===== config.mk =====
export PLATFORM = sky130hd
export DESIGN_NAME = graphite_cmd_encoder
export DESIGN_NICKNAME = d
export VERILOG_FILES = /design/src/rtl/graphite_cmd_encoder_pkg.sv /design/src/rtl/graphite_cmd_encoder_seq.sv /design/src/rtl/graphite_cmd_encoder.sv
export SDC_FILE = /design/constraint.sdc
export NUM_CORES = 1
export LEC_CHECK = 0
export BUFFER_PORTS_ARGS = -buffer_cell sky130_fd_sc_hd__buf_2
export CAP_MARGIN = 0
export CORE_AREA = 4 4 95 133
export CTS_CLUSTER_DIAMETER = 120
export DETAILED_ROUTE_END_ITERATION = 12
export DIE_AREA = 0 0 99 137
export PLACE_DENSITY = 0.7
export SYNTH_ARGS = -nofsm -noshare
export SYNTH_HDL_FRONTEND = slang
export SYNTH_SLANG_ARGS = --single-unit
export TNS_END_PERCENT = 100

===== constraint.sdc =====
create_clock -name clk -period 4.5 [get_ports clk]
set_input_delay 0.45 -clock clk [delete_from_list [all_inputs] [get_ports clk]]
set_output_delay 0.45 -clock clk [all_outputs]
set_load 0.05 [all_outputs]

===== src/rtl/graphite_cmd_encoder_pkg.sv =====
// Shared opcodes, primitive codes and sequence constants for the graphite
// command stream encoder.
package graphite_cmd_encoder_pkg;

    localparam int OP_POS  = 12;
    localparam int OP_SIZE = 4;

    localparam logic [3:0] OP_SET_X0        = 4'h0;
    localparam logic [3:0] OP_SET_Y0        = 4'h1;
    localparam logic [3:0] OP_SET_X1        = 4'h2;
    localparam logic [3:0] OP_SET_Y1        = 4'h3;
    localparam logic [3:0] OP_SET_X2        = 4'h4;
    localparam logic [3:0] OP_SET_Y2        = 4'h5;
    localparam logic [3:0] OP_SET_U0        = 4'h6;
    localparam logic [3:0] OP_SET_V0        = 4'h7;
    localparam logic [3:0] OP_SET_U1        = 4'h8;
    localparam logic [3:0] OP_SET_V1        = 4'h9;
    localparam logic [3:0] OP_SET_U2        = 4'hA;
    localparam logic [3:0] OP_SET_V2        = 4'hB;
    localparam logic [3:0] OP_SET_COLOR     = 4'hC;
    localparam logic [3:0] OP_CLEAR         = 4'hD;
    localparam logic [3:0] OP_DRAW_LINE     = 4'hE;
    localparam logic [3:0] OP_DRAW_TRIANGLE = 4'hF;

    localparam int LEN_TRIANGLE = 8;
    localparam int LEN_LINE     = 6;
    localparam int LEN_CLEAR    = 2;

    typedef enum logic [1:0] {
        PRIM_CLEAR    = 2'd0,
        PRIM_LINE     = 2'd1,
        PRIM_TRIANGLE = 2'd2
    } prim_t;

    // F_NONE selects the constant-zero payload of DRAW/CLEAR words
    typedef enum logic [2:0] {
        F_X0, F_Y0, F_X1, F_Y1, F_X2, F_Y2, F_COLOR, F_NONE
    } fsel_t;

    typedef enum logic [1:0] {
        S_IDLE, S_SEND, S_DONE
    } state_t;

endpackage


===== src/rtl/graphite_cmd_encoder_seq.sv =====
// Maps (primitive, word index) to the opcode, payload field and
// last-word flag of that position in the command sequence.
module graphite_cmd_seq
    import graphite_cmd_encoder_pkg::*;
(
    input  logic [1:0] prim,
    input  logic [2:0] idx,
    output logic [3:0] opcode,
    output fsel_t      fsel,
    output logic       last,
    output logic       hit
);

    always_comb begin
        opcode = OP_CLEAR;
        fsel   = F_NONE;
        last   = 1'b0;
        hit    = 1'b0;
        unique case (prim)
            PRIM_TRIANGLE: begin
                hit  = 1'b1;
                last = (idx == 3'(LEN_TRIANGLE - 1));
                case (idx)
                    3'd6: begin
                        opcode = OP_SET_COLOR;
                        fsel   = F_COLOR;
                    end
                    3'd7: opcode = OP_DRAW_TRIANGLE;
                    default: begin
                        opcode = OP_SET_X0 + 4'(idx);
                        fsel   = fsel_t'(idx);
                    end
                endcase
            end
            PRIM_LINE: begin
                hit  = (idx < 3'(LEN_LINE));
                last = (idx == 3'(LEN_LINE - 1));
                case (idx)
                    3'd0, 3'd1, 3'd2, 3'd3: begin
                        opcode = OP_SET_X0 + 4'(idx);
                        fsel   = fsel_t'(idx);
                    end
                    3'd4: begin
                        opcode = OP_SET_COLOR;
                        fsel   = F_COLOR;
                    end
                    3'd5: opcode = OP_DRAW_LINE;
                    default: ;
                endcase
            end
            PRIM_CLEAR: begin
                hit  = (idx < 3'(LEN_CLEAR));
                last = (idx == 3'(LEN_CLEAR - 1));
                if (idx == 3'd0) begin
                    opcode = OP_SET_COLOR;
                    fsel   = F_COLOR;
                end
            end
            default: ;
        endcase
    end

endmodule


===== src/rtl/graphite_cmd_encoder.sv =====
// Primitive-to-command-word encoder with an AXI-stream master output.
// Optional GRAPHITE_CMD_DEDUP_EN skips SET_* words already known downstream.
module graphite_cmd_encoder
    import graphite_cmd_encoder_pkg::*;
#(
    parameter int CMD_STREAM_WIDTH = 16
) (
    input  logic                        clk,
    input  logic                        reset_i,
    input  logic                        req_valid_i,
    output logic                        req_ready_o,
    input  logic [1:0]                  req_prim_i,
    input  logic [11:0]                 req_x0_i,
    input  logic [11:0]                 req_y0_i,
    input  logic [11:0]                 req_x1_i,
    input  logic [11:0]                 req_y1_i,
    input  logic [11:0]                 req_x2_i,
    input  logic [11:0]                 req_y2_i,
    input  logic [11:0]                 req_color_i,
    input  logic                        invalidate_i,
    output logic                        cmd_axis_tvalid_o,
    input  logic                        cmd_axis_tready_i,
    output logic [CMD_STREAM_WIDTH-1:0] cmd_axis_tdata_o,
    output logic                        busy_o,
    output logic                        done_o
);

    if (CMD_STREAM_WIDTH != 16) begin : g_bad_width
        $error("graphite_cmd_encoder supports only 16-bit words");
    end

    state_t      state_q, state_d;
    logic [2:0]  idx_q, idx_d;
    logic [1:0]  prim_q, src_prim;
    logic [11:0] fld_q [8];
    logic [11:0] fld_in [8];
    logic [11:0] src_fld [8];
    logic        tvalid_q, tvalid_d;
    logic [15:0] tdata_q, tdata_d;
    logic [15:0] word_nxt;

    logic [3:0]  op_k [8];
    fsel_t       fs_k [8];
    logic [7:0]  last_k, hit_k, skip_k, cand;
    logic [3:0]  start;
    logic [2:0]  nxt;
    logic        found, xfer, load;

    always_comb begin
        fld_in[0] = req_x0_i;
        fld_in[1] = req_y0_i;
        fld_in[2] = req_x1_i;
        fld_in[3] = req_y1_i;
        fld_in[4] = req_x2_i;
        fld_in[5] = req_y2_i;
        fld_in[6] = req_color_i;
        fld_in[7] = 12'h000;
    end

    // In IDLE the first word is formed straight from the request inputs
    always_comb begin
        src_prim = prim_q;
        src_fld  = fld_q;
        if (state_q == S_IDLE) begin
            src_prim = req_prim_i;
            src_fld  = fld_in;
        end
    end

    for (genvar k = 0; k < 8; k++) begin : g_seq
        graphite_cmd_seq u_seq (
            .prim   (src_prim),
            .idx    (3'(k)),
            .opcode (op_k[k]),
            .fsel   (fs_k[k]),
            .last   (last_k[k]),
            .hit    (hit_k[k])
        );
    end

    assign xfer = tvalid_q && cmd_axis_tready_i;

`ifdef GRAPHITE_CMD_DEDUP_EN
    logic [11:0] shd_q [8];
    logic [7:0]  shd_vld_q;
    logic        inv_now;

    assign inv_now = (state_q == S_IDLE) && invalidate_i;

    always_comb begin
        skip_k = '0;
        for (int k = 0; k < 8; k++) begin
            if (fs_k[k] != F_NONE && shd_vld_q[fs_k[k]] && !inv_now &&
                shd_q[fs_k[k]] == src_fld[fs_k[k]])
                skip_k[k] = 1'b1;
        end
    end

    always_ff @(posedge clk) begin
        if (reset_i) begin
            shd_vld_q <= '0;
        end else begin
            if (inv_now)
                shd_vld_q <= '0;
            if (xfer && fs_k[idx_q] != F_NONE) begin
                shd_q[fs_k[idx_q]]     <= tdata_q[11:0];
                shd_vld_q[fs_k[idx_q]] <= 1'b1;
            end
        end
    end
`else
    logic unused_invalidate;
    assign unused_invalidate = invalidate_i;
    assign skip_k = '0;
`endif

    assign start = (state_q == S_IDLE) ? 4'd0 : {1'b0, idx_q} + 4'd1;

    // Lowest eligible index at or after start wins
    always_comb begin
        found = 1'b0;
        nxt   = 3'd0;
        for (int k = 0; k < 8; k++)
            cand[k] = hit_k[k] && !skip_k[k] && (4'(k) >= start);
        for (int k = 7; k >= 0; k--) begin
            if (cand[k]) begin
                found = 1'b1;
                nxt   = 3'(k);
            end
        end
    end

    assign word_nxt = {op_k[nxt], src_fld[fs_k[nxt]]};

    always_comb begin
        state_d  = state_q;
        idx_d    = idx_q;
        tvalid_d = tvalid_q;
        tdata_d  = tdata_q;
        load     = 1'b0;
        unique case (state_q)
            S_IDLE: begin
                if (req_valid_i) begin
                    load = 1'b1;
                    if (found) begin
                        state_d  = S_SEND;
                        idx_d    = nxt;
                        tvalid_d = 1'b1;
                        tdata_d  = word_nxt;
                    end else begin
                        state_d = S_DONE;
                    end
                end
            end
            S_SEND: begin
                if (xfer) begin
                    if (last_k[idx_q] || !found) begin
                        state_d  = S_DONE;
                        tvalid_d = 1'b0;
                    end else begin
                        idx_d   = nxt;
                        tdata_d = word_nxt;
                    end
                end
            end
            S_DONE: begin
                state_d = S_IDLE;
                idx_d   = 3'd0;
            end
            default: state_d = S_IDLE;
        endcase
    end

    always_ff @(posedge clk) begin
        if (reset_i) begin
            state_q  <= S_IDLE;
            idx_q    <= 3'd0;
            tvalid_q <= 1'b0;
            tdata_q  <= 16'h0000;
            prim_q   <= 2'd0;
            for (int k = 0; k < 8; k++)
                fld_q[k] <= 12'h000;
        end else begin
            state_q  <= state_d;
            idx_q    <= idx_d;
            tvalid_q <= tvalid_d;
            tdata_q  <= tdata_d;
            if (load) begin
                prim_q <= req_prim_i;
                fld_q  <= fld_in;
            end
        end
    end

    assign req_ready_o       = (state_q == S_IDLE);
    assign busy_o            = (state_q == S_SEND);
    assign done_o            = (state_q == S_DONE);
    assign cmd_axis_tvalid_o = tvalid_q;
    assign cmd_axis_tdata_o  = tdata_q;

endmodule

# ---- Word level (Yosys, flattened, before mapping)
# Index checks and enable logic that the tools add are counted.
# W data, S select, Z words.
dict set report totals {
  mem_bits_rw 0
  latch_bits 0
  word_cells 128
  memories 0
  register_bits 108
  rom_bits 0
}
dict set report op_classes {
  n_eq_ne 9
  div_mod_pow 0
  bitwise_logic 2
  magnitude_cmp 11
  add_sub_neg 1
  n_reduce_logical 21
  shifts 0
  mux 72
  n_mul 0
}
# operator count
set op_table {}
lappend op_table {{$mux W96} 1}
lappend op_table {{$mux W16} 4}
lappend op_table {{$mux W3} 17}
lappend op_table {{$bmux W12 S3} 1}
lappend op_table {{$pmux W16 S2} 1}
lappend op_table {{$mux W12} 2}
lappend op_table {{$mux W4} 6}
lappend op_table {{$pmux W4 S2} 3}
lappend op_table {{$mux W1} 22}
lappend op_table {{$ge A3 B4 Y1 const A} 4}
lappend op_table {{$reduce_and A5 Y1} 3}
lappend op_table {{$mux W2} 7}
lappend op_table {{$bmux W4 S3} 1}
lappend op_table {{$bmux W3 S3} 1}
lappend op_table {{$logic_and A1 B1 Y1} 9}
lappend op_table {{$pmux W3 S3} 1}
lappend op_table {{$ge A1 B4 Y1 const A} 2}
lappend op_table {{$ge A2 B4 Y1 const A} 2}
lappend op_table {{$ge A4 B4 Y1 const B} 2}
lappend op_table {{$not A3 Y4} 2}
lappend op_table {{$pmux W2 S2} 2}
lappend op_table {{$ne A2 B1 Y1 const B} 3}
lappend op_table {{$pmux W3 S2} 1}
lappend op_table {{$add A3 B1 Y4 const B} 1}
lappend op_table {{14 further kinds} 18}

# ---- Logic depth before layout (Yosys ltp)
# Gate-level depths: netlist of run 1.
dict set report logic_depth {
  word_depth 24
  depth_mapped 16
  mapped_depth_nobuf 12
}

# ---- Hierarchy
# From an unflattened synthesis of run 1, not the netlist that was laid out.
dict set report hier_totals {
  cells_unflattened 1011
  area_unflattened_um2 7767.4
}
# module cells_per_inst instances area_per_inst_um2
set by_module_without_submodules {}
lappend by_module_without_submodules {graphite_cmd_encoder 811 1 6376.1}
lappend by_module_without_submodules {graphite_cmd_seq 25 8 173.9}

# ---- Least setup slack after synthesis of run 1
# No wires, ideal clock.
dict set report synth_timing {
  path_kind {register to register}
  start {register state_q[0]}
  end {register tdata_q[10] (netlist: cmd_axis_tdata_o[10])}
  setup_ns 0.130
  arrival_ns 4.156
  setup_slack_ns 0.214
  stages_incl_launch_ff 17
  period_less_slack_ns 4.286
  t_required_ns 4.370
  cell_sequence {dfxtp_1 -> or2_1 -> inv_1 -> buf_2 -> buf_1 -> mux2_2 -> ha_1 -> clkbuf_1 -> o21ai_0 -> o21ai_0 -> a21o_1 -> a221oi_2 -> buf_6 -> buf_12 -> mux2_1 -> a22oi_1 -> nand4b_1}
}
dict set report synth_via {
  elab_chain_cells 24
  elab_cells_between_ends 77
  classes_between {8 x order compare; 7 x eq/ne; 44 x mux; 2 x bitwise; 16 x reduce/logical}
}
# item line_no
set synth_rtl {}
lappend synth_rtl {{start: declaration} graphite_cmd_encoder.sv:32} ;# state_t state_q, state_d;
lappend synth_rtl {{start signal: assignment} graphite_cmd_encoder.sv:184} ;# state_q <= state_d;
lappend synth_rtl {{$logic_not A2 Y1 *} -}
lappend synth_rtl {{via req_ready_o} graphite_cmd_encoder.sv:11} ;# output logic req_ready_o,
lappend synth_rtl {{parallel branches: the longest is 23 deep, another holds $ge A3 B4 Y1} -}
lappend synth_rtl {{end signal: assignment} graphite_cmd_encoder.sv:187} ;# tdata_q <= tdata_d;
lappend synth_rtl {{end: declaration} graphite_cmd_encoder.sv:39} ;# logic [15:0] tdata_q, tdata_d;
# Mark *: on every way through the listed nets, which the timed path passes. The select of a mux whose other input is x is not followed.
# A chain may end at the register's enable or synchronous reset.

# ---- Worst setup path after layout of run 1
dict set report layout_timing {
  start {register state_q[0]}
  end {register tdata_q[9] (netlist: cmd_axis_tdata_o[9])}
}
dict set report layout_via {
  elab_chain_cells 24
  elab_cells_between_ends 77
  classes_between {8 x order compare; 7 x eq/ne; 44 x mux; 2 x bitwise; 16 x reduce/logical}
}
# item
set layout_rtl {}
lappend layout_rtl {{parallel branches: the longest is 24 deep, another holds $ge A3 B4 Y1}}
# Several ways; the timed one is not identified. The select of a mux whose other input is x is not followed.

==> key figures, run 1 <==
Synth
  – Synth area leaders: dfxtp_1 (39%), nand2_1 (13%), a21oi_1 (8.4%), mux2_2 (5.4%), mux4_2 (4.8%)
  – Synthesized area per cell: 8.25 um^2
  – Ys async rst share: 0%
  – Mux share of post-synthesis cell area: 14.8%
  – Predominant post-synthesis flop cell: dfxtp_1
  – Synth unique cells: 59
  – Adder-cell share of the synthesized area: 1.56%
  – Largest family of logic cells by synthesized area: simple AND/OR/NAND/NOR gates
  – Syn_nets: 777
  – Xor/xnor share of the synthesized area: 0.313%
  – Most numerous cell in the Yosys netlist: nand2_1
  – Post-Syn Area: 5600 um^2
  – Mapped Cells: 679
  – Post-synth EDFFs: 0
  – Post-Synth Simple-Gate Area: 20.6%
  – Most frequent cells after synthesis: nand2_1 (195), dfxtp_1 (108), a21oi_1 (94)
  – Share of the synthesized area in the top cell type: 38.6%
  – Sequential area share after synthesis: 38.6%
  – Flops & latches, synth: 108
  – Post-synth top area cell: dfxtp_1
  – Compound-Gate Fraction of Synth Area: 18.6%
  – Yosys warnings: 0

Pwr
  – Max VDD drop: 0.222 mV
  – Leakage: 2.65 nW
  – Total chip power: 2.78 mW
  – Pwr Density: 429 nW/um^2

Cells and area
  – Non-Filler Instances: 903
  – Area Growth Syn to Fin: 15.6%
  – Fin nets: 852
  – Share of cells above drive strength 1: 24.6%
  – ANT cells: 0
  – Final Util: 57.1%

STA
  – Worst Skew: 6.08 ps
  – Rel. slew slack: 38.4%
  – RSZ-0062 raised after global routing: false
  – Hold WS: 343 ps
  – Fmax: 0.244 GHz
  – Fin crit share: 91.0%
  – Finish-stage setup viols: 0
  – Worst Tran Pin Value: 920 ps
  – Minimum clock period: 4100 ps
  – Final Slew Violations: 0
  – Hold Vio Cnt, Final: 0
  – TNS Setup: 0 ps

Worst setup path
  – Startpoint types: flip-flop
  – CP Capture Type: flip-flop
  – Worst R2R Setup Slack: 400 ps
  – Worst r2r src: state_q[0]
  – CP required: 4780 ps
  – CP max FO: 16
  – Arr. time, crit path: 4380 ps
  – Capturing point of the worst reg2reg path: cmd_axis_tdata_o[9]
  – Reg2reg path depth: 13
  – Critical path class: flip-flop to flip-flop

Route
  – Post-DR wirelength/cell: 18.6 um
  – Antenna Nets Post-Route: 0
  – Initial DRC count: 228
  – DR DRC count: 0
  – Vias per cell: 5.74
  – Drt total wl: 16800 um
  – DR pass1 iterations: 5
  – Routed via count: 5183

Floorplanning
  – Die area: 13600 um^2
  – DIE WIDTH: 99 um
  – Starting Density: 49.4%
  – Core area: 11300 um^2
  – I/O Pins: 111
  – Die span in y: 137 um
  – Row cnt: 46

Clock network
  – CTS clk-pin slew, worst paths: 70 ps
  – CTS tree: yes
  – Clock root buffer: clkbuf_16
  – Number of H-tree levels: 3
  – Clk_lat worst skew: 350 ps
  – Clk sink count: 108
  – CTS Buf Count: 9
  – CTS Hold Bufs: 0
  – Max clock buf depth: 2

Global route
  – Number of global-route vias before repair: 5010
  – All-Layer GR Usage: 24.2%
  – Antenna violations before repair: 0
  – Largest net degree at the start of global routing: 88
  – Total grt overflow: 0
  – First-pass GRT wire length: 25800 um

Worst hold path
  – Hold wc startpoint: req_y1_i[10]
  – Hold-critical path depth: 3
  – Hold Path End: fld_q[58]
  – Worst min path class: input pin to flip-flop

Place
  – Port Buffer Count: 109
  – Routability cong.: 0.881
  – Half-perimeter wire length after placement: 12000 um
  – Placed insts: 887

Job
  – Max-Cap Viols: 0

Run status
  – Status: complete, no violations
==> layer usage <==
layer / vias up / GRT usage [%] / routed length, um
li1: 2530 / - / -
met1: 2476 / 27.9 / 6430
met2: 144 / 43.6 / 8830
met3: 33 / 4.28 / 897
met4: 0 / 10.7 / 626
met5: - / 0 / 0
==> metrics by stage <==
stage	worst slack [ps]	area (um^2)
4_1_cts	144	6460
5_1_grt	83.4	6470
2_1_floorplan	214	5600
6_report	405	6470
3_3_place_gp	396	6150
3_5_place_dp	227	6150
==> registers in the layout, indices dropped and copies added, names as in the netlist <==
register and flops:
fld_q 84, cmd_axis_tdata_o 16, idx_q 3, prim_q 2, state_q 2, cmd_axis_tvalid_o 1
==> placed cells by master (no fill, tap or decap), drive strengths merged, types with 2 or more instances in the layout <==
master,count
nand4b,12
a41oi,2
nand3,18
inv,9
o21a,3
o311ai,2
and2,3
buf,119
nor2,16
a31oi,3
ha,7
a21oi,94
nand2b,3
clkbuf,10
nand4,2
a21o,2
clkinv,3
or2,2
o211ai,2
mux2,37
and3,2
mux4,12
o21ai,25
a221oi,2
a22oi,24
nand2,195
a211oi,4
nor4b,2
dfxtp,108
nor3,4
mux2i,14
==> power by group <==
| group | total (mW) | leakage, nW | switching (mW) | internal, mW |
|---|---|---|---|---|
| Sequential | 1.10 | 0.887 | 0.0550 | 1.04 |
| Clock | 0.823 | 0.151 | 0.371 | 0.452 |
| Combinational | 0.855 | 1.62 | 0.545 | 0.310 |
| Total | 2.78 | 2.65 | 0.971 | 1.81 |
==> worst max path at each step <==
| stage | start | to | slack (ps) | cells past startpoint |
|---|---|---|---|---|
| finish | state_q[0] | cmd_axis_tdata_o[9] | 400 | 13 |
| global route | state_q[0] | cmd_axis_tdata_o[10] | 80 | 13 |
| CTS | state_q[0] | cmd_axis_tdata_o[8] | 140 | 12 |
| detailed placement | state_q[0] | cmd_axis_tdata_o[8] | 230 | 12 |
| global placement | state_q[0] | cmd_axis_tdata_o[7] | 400 | 12 |
| floorplan | state_q[0] | cmd_axis_tdata_o[10] | 210 | 16 |
==> worst max-delay path, cell delays in order (launching register included) <==
cell	delay [ps]
dfxtp_1	430
or2_1	290
inv_1	200
mux2_2	420
ha_1	450
o21ai_0	260
o21ai_0	160
o21ai_1	450
o221ai_2	220
buf_4	250
nor4b_2	390
buf_4	260
a22oi_1	100
nand4b_1	150
==> final cells by class <==
class | count | area (um^2)
Clock buffer | 10 | 239
Clock inverter | 6 | 71.3
Fill cell | 1058 | 4860
Inverter | 8 | 30.0
Multi-Input combinational cell | 508 | 3160
Sequential cell | 108 | 2160
Tap cell | 144 | 180
Timing Repair Buffer | 119 | 633
==> timing repair <==
item / 4_1_cts / 5_1_grt
resized for setup: 0 / 1
endpoints found under the hold margin: 0 / 0
setup endpoints to repair: 0 / 12
buffers inserted: 0 / 0
==> logic make-up (layout without fill, tap and decap cells) <==
family,count (synthesis),in the layout
compound gates,172,172
xor+xnor,2,2
fa+ha+maj,7,7
buf+inv,63,143
flops,108,108
mux,63,63
simple gates,264,264
(Power assumes the default switching activity.)
==> run 2: changes to the inputs <==
--- a/config.mk
+++ b/config.mk
@@ -13,4 +13,5 @@
 export DIE_AREA = 0 0 99 137
 export PLACE_DENSITY = 0.7
+export REMOVE_ABC_BUFFERS = 1
 export SYNTH_ARGS = -nofsm -noshare
 export SYNTH_HDL_FRONTEND = slang
==> constraint.sdc (replaced) <==
create_clock -name clk -period 4.5 [get_ports clk]
set_input_delay 0.9 -clock clk [delete_from_list [all_inputs] [get_ports clk]]
set_output_delay 0.9 -clock clk [all_outputs]
set_load 0.05 [all_outputs]
==> key figures, run 2 (same netlist as run 1, synthesis figures left out) <==
Clock network
  – Max clock buf depth: 2
  – Clock root buffer: clkbuf_16
  – CTS tree: yes
  – Number of H-tree levels: 3
  – Post-CTS setup buffers: 0
  – Clk_lat worst skew: 340 ps
  – Cts repair resizes: 0
  – CTS clk-pin slew, worst paths: 70 ps
  – CTS Buf Count: 9
  – CTS Hold Bufs: 0
  – Clk sink count: 108

Cells and area
  – ANT cells: 0
  – Final Instance Area: 6480 um^2
  – Most frequent cells in the layout: nand2_1 (194), dfxtp_1 (108), buf_2 (108), a21oi_1 (94), mux2_2 (27)
  – Area Growth Syn to Fin: 15.7%
  – Share of cells above drive strength 1: 24.8%
  – Fin nets: 857
  – Final Util: 57.1%
  – Reg with most FFs: fld_q
  – Commonest non-fill, non-tap cell in the layout: nand2_1
  – Max reg flops: 84

Floorplanning
  – Starting Density: 49.4%
  – Core area: 11300 um^2
  – I/O Pins: 111
  – DIE WIDTH: 99 um
  – Die area: 13600 um^2
  – Die span in y: 137 um
  – Row cnt: 46

Route
  – Vias per cell: 5.81
  – Routed via count: 5262
  – Antenna Nets Post-Route: 0
  – Drt total wl: 15600 um
  – Post-DR wirelength/cell: 17.2 um
  – DR DRC count: 0
  – DR pass1 iterations: 5
  – Initial DRC count: 332

Worst setup path
  – Arr. time, crit path: 4380 ps
  – CP required: 4780 ps
  – Critical path class: flip-flop to flip-flop
  – CP Capture Type: flip-flop
  – CP max FO: 12
  – Startpoint types: flip-flop

Global route
  – Total grt overflow: 0
  – All-Layer GR Usage: 23.0%
  – First-pass GRT wire length: 25000 um
  – Number of global-route vias before repair: 5153
  – Antenna violations before repair: 0
  – Largest net degree at the start of global routing: 88

Pwr
  – Comb pwr share: 31.8%
  – Pwr Density: 409 nW/um^2
  – Switch Pwr: 0.906 mW
  – Clock power share: 27.0%
  – Max VDD drop: 0.172 mV
  – Leakage: 2.66 nW
  – Sequential share of power: 41.2%
  – Sw Ratio: 34.2%
  – Total chip power: 2.65 mW
  – Internal: 1.75 mW

STA
  – Final Slew Violations: 0
  – Minimum clock period: 4100 ps
  – RSZ-0062 raised after global routing: false
  – Hold Vio Cnt, Final: 0
  – TNS Setup: 0 ps
  – Hold WS: 452 ps
  – Worst Tran Pin Value: 1080 ps
  – Worst Skew: 6.60 ps
  – Fmax: 0.244 GHz
  – Fin crit share: 91.2%
  – Rel. slew slack: 27.4%
  – Finish-stage setup viols: 0

Place
  – Routability cong.: 0.888
  – Half-perimeter wire length after placement: 10800 um
  – Port Buffer Count: 109
  – Area after DPL: 6220 um^2

Worst hold path
  – Worst min path class: flip-flop to flip-flop

Run status
  – Status: complete, no violations

Job
  – Max-Cap Viols: 0
## run 2: cell types whose count changed in the layout (fill, tap and decap cells not counted), sizes merged
| cell | before | now |
|---|---|---|
| clkinv | 3 | 1 |
| inv | 9 | 8 |
| buf | 119 | 124 |
| bufinv | 1 | 0 |
| clkbuf | 10 | 12 |
## run 2: critical path: stages, from the launching register on
cell and delay, ps:
dfxtp_1 420, or2_1 270, inv_1 150, mux2_2 410
ha_1 430, o21ai_0 260, o21ai_0 150, o21ai_1 460
o221ai_4 220, nor3_2 920, a22oi_1 200, nand4b_1 140
## run 2: worst paths after layout
check	cells past startpoint	from	end	slack, ps
worst max register to register	11	state_q[1]	cmd_axis_tdata_o[1]	400
worst min register to register	2	fld_q[13]	fld_q[13]	450
worst max-delay path	11	state_q[1]	cmd_axis_tdata_o[1]	400
worst min-delay path	2	fld_q[13]	fld_q[13]	450
## run 2: metal layers
layer	part of all wire [%]	routed length (um)	vias up	GRT usage [%]
li1	-	-	2541	-
met1	38	5870	2475	26.3
met2	53	8210	206	41.3
met3	6.7	1040	40	3.98
met4	3.2	492	0	10.9
met5	0	0	-	0
## run 2: through the flow
| step | instances | worst slack, ps |
|---|---|---|
| after floorplan | 624 | -1530 |
| after global placement | 892 | 414 |
| after detailed placement | 892 | 352 |
| after global routing | 906 | 40.9 |
| final | 906 | 397 |
| after CTS | 906 | 425 |
## run 2: area by class of cell
class | count | area [um^2]
Clock inverter | 2 | 12.5
Timing Repair Buffer | 124 | 673
Fill cell | 1045 | 4860
Multi-Input combinational cell | 508 | 3170
Tap cell | 144 | 180
Clock buffer | 12 | 246
Inverter | 8 | 30.0
Sequential cell | 108 | 2160
## run 2: power groups by stage
stage	Sequential (mW)	Combinational, mW	Clock, mW
after floorplan	1.21	0.473	0
after global placement	1.11	0.835	0
after detailed placement	1.11	0.847	0
after CTS	1.09	0.848	0.731
after global routing	1.10	0.916	0.765
final	1.09	0.843	0.716
